File: src/rtl/l2_line_fill.sv
// -----------------------------------------------------------------------------
// l2_line_fill
//
// Line-fill engine for the L2 data array. It takes a miss from the L2 miss
// logic, reads one line from memory as WIDTH/BEAT beats, and assembles the
// beats into a line. It then writes the line into the array in a single cycle.
// After a demand fill it can also fill the next sequential line into the next
// set. A prefetch fill never starts another prefetch.
//
// Parameters
//   WIDTH        line width in bits; equals the data width of the array
//   BEAT         memory beat width in bits; WIDTH must be a multiple of BEAT
//
// Ports
//   clk, rst_n   clock, asynchronous active-low reset
//   fill_req     demand fill request, held until fill_ack
//   fill_addr    line address; the offset bits are forced to zero
//   fill_index   target set
//   pf_enable    next-line fill enable, sampled in a demand COMMIT cycle
//   fill_ack     request accepted (combinational)
//   fill_done    one-cycle pulse in the COMMIT cycle of a demand fill
//   pf_done      one-cycle pulse in the COMMIT cycle of a prefetch fill
//   busy         engine not idle
//   mem_read     memory read request, held for the whole burst
//   mem_addr     line base address, stable for the whole burst
//   mem_resp     one pulse per valid beat
//   mem_rdata    beat data
//   array_write  array write enable, one cycle per fill
//   array_index  array write set
//   array_datain assembled line
// -----------------------------------------------------------------------------
module l2_line_fill #(
  parameter int WIDTH = 128,
  parameter int BEAT  = 32
) (
  input  logic             clk,
  input  logic             rst_n,
  input  logic             fill_req,
  input  logic [15:0]      fill_addr,
  input  logic [3:0]       fill_index,
  input  logic             pf_enable,
  output logic             fill_ack,
  output logic             fill_done,
  output logic             pf_done,
  output logic             busy,
  output logic             mem_read,
  output logic [15:0]      mem_addr,
  input  logic             mem_resp,
  input  logic [BEAT-1:0]  mem_rdata,
  output logic             array_write,
  output logic [3:0]       array_index,
  output logic [WIDTH-1:0] array_datain
);

  localparam int BEATS  = WIDTH / BEAT;
  localparam int CW     = (BEATS > 1) ? $clog2(BEATS) : 1;
  localparam int OFFS   = $clog2(WIDTH / 8);
  localparam logic [15:0] STRIDE = 16'(WIDTH / 8);

  if ((WIDTH % BEAT) != 0) begin : g_bad_width
    $error("l2_line_fill: WIDTH must be an integer multiple of BEAT");
  end

  typedef enum logic [1:0] {
    IDLE   = 2'd0,
    FETCH  = 2'd1,
    COMMIT = 2'd2
  } state_t;

  state_t           state_q, state_d;
  logic [CW-1:0]    beat_cnt_q;
  logic             is_pf_q;
  logic [15:0]      addr_q;
  logic [3:0]       set_q;
  logic [WIDTH-1:0] line_q;      // beats collected so far
  logic [WIDTH-1:0] line_merged; // line_q with the beat arriving this cycle
  logic [3:0]       out_index_q; // array outputs hold outside COMMIT
  logic [WIDTH-1:0] out_data_q;
  logic             last_beat;
  logic             pf_start;

  assign last_beat = (beat_cnt_q == CW'(BEATS - 1));
  assign pf_start  = !is_pf_q && pf_enable;

  // NOTE: every signal assigned in an always_comb gets a default first.
  // Without the default, a branch that does not assign the signal infers a latch.
  always_comb begin
    line_merged = line_q;
    line_merged[BEAT*int'(beat_cnt_q) +: BEAT] = mem_rdata;
  end

  always_comb begin
    state_d = state_q;
    unique case (state_q)
      IDLE:    if (fill_req) state_d = FETCH;
      FETCH:   if (mem_resp && last_beat) state_d = COMMIT;
      COMMIT:  state_d = pf_start ? FETCH : IDLE;
      default: state_d = IDLE;
    endcase
  end

  // fill_ack is gated by rst_n so that it stays low while reset is held,
  // even though the state already reads IDLE during reset.
  assign fill_ack     = rst_n && fill_req && (state_q == IDLE);
  assign busy         = (state_q != IDLE);
  assign mem_read     = (state_q == FETCH);
  assign mem_addr     = addr_q;
  assign array_write  = (state_q == COMMIT);
  assign fill_done    = (state_q == COMMIT) && !is_pf_q;
  assign pf_done      = (state_q == COMMIT) && is_pf_q;
  assign array_index  = out_index_q;
  assign array_datain = out_data_q;

  // NOTE: sequential state uses non-blocking assignments only. Every register
  // then samples its pre-edge value, so the simulator's evaluation order cannot
  // change the result.
  // NOTE: the line and output registers are reset together with the control
  // state. This drives every output to zero during reset and discards a
  // partial line when reset arrives mid-burst.
  always_ff @(posedge clk or negedge rst_n) begin
    if (!rst_n) begin
      state_q     <= IDLE;
      beat_cnt_q  <= '0;
      is_pf_q     <= 1'b0;
      addr_q      <= '0;
      set_q       <= '0;
      line_q      <= '0;
      out_index_q <= '0;
      out_data_q  <= '0;
    end else begin
      state_q <= state_d;
      unique case (state_q)
        IDLE: begin
          if (fill_req) begin
            addr_q     <= {fill_addr[15:OFFS], {OFFS{1'b0}}};
            set_q      <= fill_index;
            is_pf_q    <= 1'b0;
            beat_cnt_q <= '0;
          end
        end
        FETCH: begin
          if (mem_resp) begin
            line_q     <= line_merged;
            beat_cnt_q <= beat_cnt_q + CW'(1);
            if (last_beat) begin
              out_data_q  <= line_merged;
              out_index_q <= set_q;
            end
          end
        end
        COMMIT: begin
          // Next-line prefetch. Both the address and the set wrap naturally.
          if (pf_start) begin
            addr_q     <= addr_q + STRIDE;
            set_q      <= set_q + 4'd1;
            is_pf_q    <= 1'b1;
            beat_cnt_q <= '0;
          end
        end
        default: ;
      endcase
    end
  end

endmodule

File: config.mk
export PLATFORM = sky130hd
export DESIGN_NAME = l2_line_fill
export DESIGN_NICKNAME = d
export VERILOG_FILES = /design/src/rtl/l2_line_fill.sv
export SDC_FILE = /design/constraint.sdc
export NUM_CORES = 1
export LEC_CHECK = 0
export ABC_AREA = 1
export CELL_PAD_IN_SITES_DETAIL_PLACEMENT = 2
export CELL_PAD_IN_SITES_GLOBAL_PLACEMENT = 2
export CORE_MARGIN = 5
export CORE_UTILIZATION = 33
export DETAILED_ROUTE_END_ITERATION = 7
export HOLD_SLACK_MARGIN = 0.02
export PLACE_DENSITY_LB_ADDON = 0.1
export SLEW_MARGIN = 20
export SYNTH_ARGS = -nofsm -noshare
export SYNTH_HDL_FRONTEND = slang
export SYNTH_SLANG_ARGS = --single-unit
File: constraint.sdc
create_clock -name clk -period 3.5 [get_ports clk]
set_input_delay 0.7 -clock clk [delete_from_list [all_inputs] [get_ports clk]]
set_output_delay 0.7 -clock clk [all_outputs]
set_load 0.03 [all_outputs]
==> results of run 1 <==
==> state kept, by name (all words and copies together), names as in the netlist <==
| signal | flops |
|---|---|
| array_datain | 128 |
| line_q | 96 |
| mem_addr | 12 |
| array_index | 4 |
| set_q | 4 |
| beat_cnt_q | 2 |
| state_q | 2 |
| is_pf_q | 1 |
==> per-stage QoR <==
step           cell area [µm²]  total power, mW
2_1_floorplan            11200             8.30
3_3_place_gp             13600             10.6
4_1_cts                  14600             14.3
6_report                 14600             14.1
3_5_place_dp             13600             10.9
5_1_grt                  14600             15.0
==> metal layers <==
layer  wire, µm  share of wire
met1      17400           0.44
met2      20000           0.50
met3       1780          0.045
met4        615          0.015
met5         13        0.00033
==> cells by family after synthesis <==
group                    count (synthesis)  share of synthesized area
buffers and inverters                  257                     0.0965
XOR/XNOR                                 2                    0.00156
flip-flops                             249                      0.556
adder cells (fa/ha/maj)                  7                    0.00781
other                                    1                   0.000335
AO/OA/AOI/OAI                          238                      0.119
AND/OR/NAND/NOR                        617                      0.219
==> cell usage after synthesis, drive strengths merged <==
master and count:
a31oi 3, nor3 1, nor2 32, buf 52, nand2 525, a21oi 7
ha 7, dfrtp 249, nor3b 1, nand4 21, nand3b 2, inv 165
o21ai 126, o21bai 1, or2 1, nand3 34, xnor2 1, o22ai 96
o21a 4, o211ai 1, xor2 1, clkbuf 40, conb 1
==> worst max path at each step <==
stage                    start   endpoint  slack, ns  cells past startpoint
CTS                 state_q[0]  fill_done       0.45                      4
floorplan           state_q[0]  fill_done       1.56                      4
global route        state_q[0]    pf_done       0.33                      4
finish              state_q[0]  fill_done       0.50                      4
global placement      fill_req   fill_ack       0.73                      4
detailed placement    fill_req   fill_ack       0.72                      4
==> critical path, cell delays in order, from the launching register on <==
cell	delay [ns]
sky130_fd_sc_hd__dfrtp_1	0.42
sky130_fd_sc_hd__inv_2	0.13
sky130_fd_sc_hd__nand2_1	0.30
sky130_fd_sc_hd__nor2_1	0.20
sky130_fd_sc_hd__clkdlybuf4s50_1	0.69
==> area by class of cell <==
class	instances	share of cell area
tap	448	0.0384
clock buffer	50	0.0669
timing repair buffer	223	0.153
inverter	165	0.0429
clock inverter	4	0.00497
sequential	249	0.426
multi-input combinational	868	0.268
==> power groups by stage <==
| stage | logic (mW) | registers [mW] | clock network (mW) |
|---|---|---|---|
| after floorplan | 2.42 | 5.88 | 0 |
| after global placement | 5.84 | 4.77 | 0 |
| after global routing | 6.55 | 4.93 | 3.49 |
| final | 6.01 | 4.77 | 3.28 |
| after detailed placement | 6.04 | 4.82 | 0 |
| after CTS | 6.12 | 4.80 | 3.36 |
==> Implementation_results.wiki, run 1 <==
{| class="wikitable"
! Metric !! Value
|-
| Hold-fix buffers at CTS || 0
|-
| Core area || 33,500 µm²
|-
| Antenna violations before repair || 1
|-
| RSZ-0062 raised after global routing || false
|-
| Comb power frac || 0.427
|-
| Final core utilization || 0.436
|-
| Relative slew slack || 0.370
|-
| Area of the mapped netlist || between 10,000 and 15,000 µm²
|-
| Average detailed-routed wire length per instance || just under 20 µm
|-
| Met3 Usage GRT || 0.0431
|-
| Row count || 67
|-
| First-pass iteration count of the detailed router || 4
|-
| Tcrit/Tclk final || 0.856
|-
| Total negative slack || 0 ns
|-
| Filler cell count || 3,730
|-
| Tightest hold margin || 0.230 ns
|-
| Clock latency on the worst-skew pair || 0.55 ns
|-
| Number of hold violations in the final report || 0
|-
| Power share of the sequential group || 0.339
|-
| Via count of the routed design || 10,100
|-
| Die outline width || 194 µm
|-
| Worst hold path type || input port to asynchronous set/reset pin
|-
| Most frequent standard cell in the layout excluding fill and tap cells || sky130_fd_sc_hd__nand2_1
|-
| Final HPWL DP || 26.4 mm
|-
| Category of the critical setup timing path || flop to output pin
|-
| Number of instances resized during post-cts repair || 0
|-
| GRT Total Usage || 0.208
|-
| Detailed-route vias per instance || 5.01
|-
| Maximum number of pins on one net before global-route repair || 130
|-
| Clock transition at path regs || around 0.060 ns
|-
| Top library cells by usage in the layout, fill and taps aside || sky130_fd_sc_hd__nand2_1, sky130_fd_sc_hd__dfrtp_1, sky130_fd_sc_hd__clkdlybuf4s50_1
|-
| Worst Skew || 0.0117 ns
|-
| Final setup violation count || 0
|-
| Slew at the pin closest to its max-slew limit || 0.945 ns
|-
| Biggest area contributors in the synthesized netlist || sky130_fd_sc_hd__dfrtp_1, sky130_fd_sc_hd__nand2_1, sky130_fd_sc_hd__inv_1
|-
| Postcts setup bufs || 0
|-
| Number of non-filler instances in the completed layout || between 2,000 and 2,500
|-
| Reg2reg setup slack || 0.82 ns
|-
| Critical path launch point type || flop
|-
| Fraction of final layout cells sized beyond drive strength 1 || 0.0520
|-
| Synth Instances || 1,371
|-
| Final wirelength || around 40 mm
|-
| Multi-input gate area in the final layout || 3910 µm²
|-
| Number of max-cap violations || 0
|-
| Detailed-route DRC error count || 0
|-
| Final GP Congestion || 0.770
|-
| Clock tree from TritonCTS || yes
|-
| CTS Root Cell || sky130_fd_sc_hd__clkbuf_16
|-
| RR Startpoint || beat_cnt_q[0]
|-
| Crit Path Max Fanout || 15
|-
| Fin crit period || 3.00 ns
|-
| Power Internal || 8.20 mW
|-
| Signal arrival time at the worst endpoint || 2.30 ns
|-
| Worst Setup Slack post-DPL || 0.722 ns
|-
| Clock buffer count from CTS || 30
|-
| Final critical-path setup slack || 0.505 ns
|-
| Synth warn || 0
|-
| Number of levels in the clock H-tree || 1
|-
| GR Overflow Total || 0
|-
| Sequential-to-total area share from yosys stat || 0.556
|-
| Clock share of power || 0.233
|-
| Depth of the worst register-to-register path || 10
|-
| DIE HEIGHT || ~190 µm
|-
| Number of nets at the end of the flow || roughly 1,600
|-
| Data required time of the worst path || 2.80 ns
|-
| Net switching share of the total power || 0.417
|-
| Deepest clock path buffer count || 3
|-
| Kind of capture point of the worst setup path || output pin
|-
| Global-route track usage on met1 || 0.266
|-
| Result of the run || finished, final reports clean
|-
| Share of Yosys cell area claimed by the top area cell type || 0.556
|-
| Number of global-route vias before repair || 11,300
|-
| Power per cell area || 962 nW/µm²
|-
| Count of pins over their slew limit || 0
|-
| Area growth from synthesis to final layout || 30.4%
|-
| Top Usage Layer GRT || met2
|-
| Switch Pwr || 5.87 mW
|-
| Leak || 6.84 nW
|-
| Final ANT Viol Nets || 0
|-
| Number of violations reported at the end of detailed-routing iteration 0 || between 300 and 400
|-
| Port Buffers || 202
|-
| Worst flop-to-flop path endpoint || array_datain[98]
|-
| Cell accounting for the most synthesized area || sky130_fd_sc_hd__dfrtp_1
|-
| Met2 GRT Util || 0.370
|-
| Antenna cell count || 0
|-
| Register area || 6230 µm²
|-
| Post-synth cell types || 30
|-
| Initial core utilization || 0.334
|-
| Clock Sinks || 249
|-
| Max IR drop VDD || 0.401 mV
|-
| Total instance count after detailed placement || 1,953
|-
| Synthesized area per cell || a little over 8 µm²
|-
| Num ports || 211
|-
| Peak clock frequency supported by timing || about 0.33 GHz
|-
| Seq cells post-synth || 249
|-
| Wire length of the first global-routing pass || between 60 and 70 mm
|-
| Overall die area || 37,700 µm²
|}
Note: power is estimated with default switching activity, not from simulation.
==> inputs of run 2 (changes only) <==
CORE_MARGIN = 10   (was 5)
CORE_UTILIZATION = 27   (was 33)
clock period = 2.53 ns   (was 3.5 ns; I/O delays follow)
==> Implementation_results.wiki, run 2 (synthesis gave the netlist of run 1 again) <==
{| class="wikitable"
! Metric !! Value
|-
| Filler cell count || 4,652
|-
| Clock latency on the worst-skew pair || approximately 0.51 ns
|-
| Count of pins over their slew limit || 0
|-
| Worst hold path type || input port to asynchronous set/reset pin
|-
| Tcrit/Tclk final || 0.930
|-
| Signal arrival time at the worst endpoint || 1.85 ns
|-
| Total negative slack || 0 ns
|-
| Result of the run || finished, final reports clean
|-
| Clock Sinks || ~250
|-
| Data required time of the worst path || 2.02 ns
|-
| Core area || 40,900 µm²
|-
| Area growth from synthesis to final layout || 33.2%
|-
| Peak clock frequency supported by timing || 0.425 GHz
|-
| DIE HEIGHT || 224 µm
|-
| Kind of capture point of the worst setup path || output pin
|-
| Final wirelength || 41.9 mm
|-
| RSZ-0062 raised after global routing || false
|-
| Final ANT Viol Nets || 0
|-
| Leak || 6.95 nW
|-
| Fin crit period || approximately 2.4 ns
|-
| Relative slew slack || 0.527
|-
| Number of nets at the end of the flow || 1,612
|-
| Row count || 74
|-
| Die outline width || roughly 220 µm
|-
| Final HPWL DP || 28.5 mm
|-
| Via count of the routed design || 10,000
|-
| Fraction of final layout cells sized beyond drive strength 1 || 0.0567
|-
| Critical path launch point type || flop
|-
| Power per cell area || 1330 nW/µm²
|-
| CTS Root Cell || sky130_fd_sc_hd__clkbuf_16
|-
| Number of non-filler instances in the completed layout || 2,103
|-
| Number of hold violations in the final report || 0
|-
| Port Buffers || 202
|-
| Slew at the pin closest to its max-slew limit || 0.709 ns
|-
| Tightest hold margin || 0.410 ns
|-
| Top library cells by usage in the layout, fill and taps aside || sky130_fd_sc_hd__nand2_1, sky130_fd_sc_hd__dfrtp_1, sky130_fd_sc_hd__clkdlybuf4s50_1
|-
| Maximum number of pins on one net before global-route repair || 120
|-
| GR Overflow Total || 0
|-
| Deepest clock path buffer count || 3
|-
| Clock tree from TritonCTS || yes
|-
| First-pass iteration count of the detailed router || 4
|-
| Flip-flop count of the largest register after layout || 128
|-
| Number of max-cap violations || 0
|-
| Number of violations reported at the end of detailed-routing iteration 0 || 490
|-
| Final GP Congestion || roughly 0.75
|-
| Num ports || 211
|-
| Worst Skew || 0.0112 ns
|-
| Detailed-route vias per instance || 4.77
|-
| Initial core utilization || 0.274
|-
| Number of global-route vias before repair || 11,400
|-
| Detailed-route DRC error count || 0
|-
| Crit Path Max Fanout || 4
|-
| Postcts setup bufs || 0
|-
| Antenna violations before repair || 3
|-
| Max IR drop VDD || 0.453 mV
|-
| Number of levels in the clock H-tree || 2
|-
| Final setup violation count || 0
|-
| Wire length of the first global-routing pass || 67.1 mm
|-
| Clock transition at path regs || 0.05 ns
|-
| Average detailed-routed wire length per instance || approximately 20 µm
|-
| GRT Total Usage || 0.168
|-
| Most frequent standard cell in the layout excluding fill and tap cells || sky130_fd_sc_hd__nand2_1
|-
| Category of the critical setup timing path || flop to output pin
|-
| Overall die area || 50,100 µm²
|-
| Clock buffer count from CTS || 34
|-
| Total instance count after detailed placement || 2,043
|}
[run 2: cell types whose count changed in the layout (fill, tap and decap cells not counted)]
cell,delta
sky130_fd_sc_hd__clkbuf_8,-8
sky130_fd_sc_hd__buf_12,+7
sky130_fd_sc_hd__clkbuf_16,+6
sky130_fd_sc_hd__clkbuf_1,+4
sky130_fd_sc_hd__clkdlybuf4s50_1,-4
sky130_fd_sc_hd__clkinv_2,+2
sky130_fd_sc_hd__dlygate4sd2_1,+2
sky130_fd_sc_hd__diode_2,+1
sky130_fd_sc_hd__dlygate4sd3_1,+1
sky130_fd_sc_hd__dlymetal6s2s_1,+1
sky130_fd_sc_hd__ha_1,-1
sky130_fd_sc_hd__ha_2,+1
[run 2: final cells by class]
type / instances / area, µm² / share of cell area
Timing Repair Buffer: 230 / 2370 / 0.159
Clock buffer: 52 / 1030 / 0.0691
Sequential cell: 249 / 6230 / 0.417
Antenna cell: 1 / 2.50 / 0.000168
Tap cell: 532 / 666 / 0.0446
Inverter: 165 / 627 / 0.0420
Clock inverter: 6 / 82.6 / 0.00553
Multi-Input combinational cell: 868 / 3910 / 0.262
[run 2: timing repair]
action	4_1_cts	5_1_grt
endpoints found under the setup margin	2	1
endpoints found under the hold margin	8	0
gates resized for setup	2	1
pin swaps	0	0
hold buffers	1	0
[run 2: power breakdown]
group	internal, mW	switching [mW]
clock network	3.00	1.79
registers	5.62	0.886
logic	3.01	5.50
[run 2: final timing paths]
check                                  from          endpoint  slack [ns]  cells past startpoint
setup / recovery                 state_q[1]              busy        0.18                      3
hold / removal                        rst_n  array_datain[43]        0.41                      2
setup reg to reg                 state_q[1]      mem_addr[10]        0.56                     10
hold reg to reg            array_datain[35]  array_datain[35]        0.48                      2
max in group asynchronous             rst_n  array_datain[64]        1.21                      3
min in group clk           array_datain[35]  array_datain[35]        0.48                      2
[run 2: critical path, stage by stage (launching register included)]
cell and delay [ns]:
sky130_fd_sc_hd__dfrtp_1 0.44, sky130_fd_sc_hd__inv_2 0.09, sky130_fd_sc_hd__nand2_1 0.11, sky130_fd_sc_hd__clkdlybuf4s50_1 0.70
[run 2: routing by layer]
| metal | routed length [µm] | track usage |
|---|---|---|
| met1 | 18400 | 0.213 |
| met2 | 20100 | 0.280 |
| met3 | 2920 | 0.0503 |
| met4 | 408 | 0.0288 |
| met5 | 35 | 0 |
[run 2: through the flow]
stage | utilization | setup slack, ns | cell area, µm² | total power [mW]
2_1_floorplan | - | 0.715 | 11200 | 11.5
3_3_place_gp | 0.337 | 0.380 | 13800 | 15.0
3_5_place_dp | 0.337 | 0.325 | 13800 | 15.2
4_1_cts | 0.365 | 0.0346 | 14900 | 20.2
5_1_grt | 0.365 | 0.104 | 14900 | 21.3
6_report | 0.365 | 0.178 | 14900 | 19.8
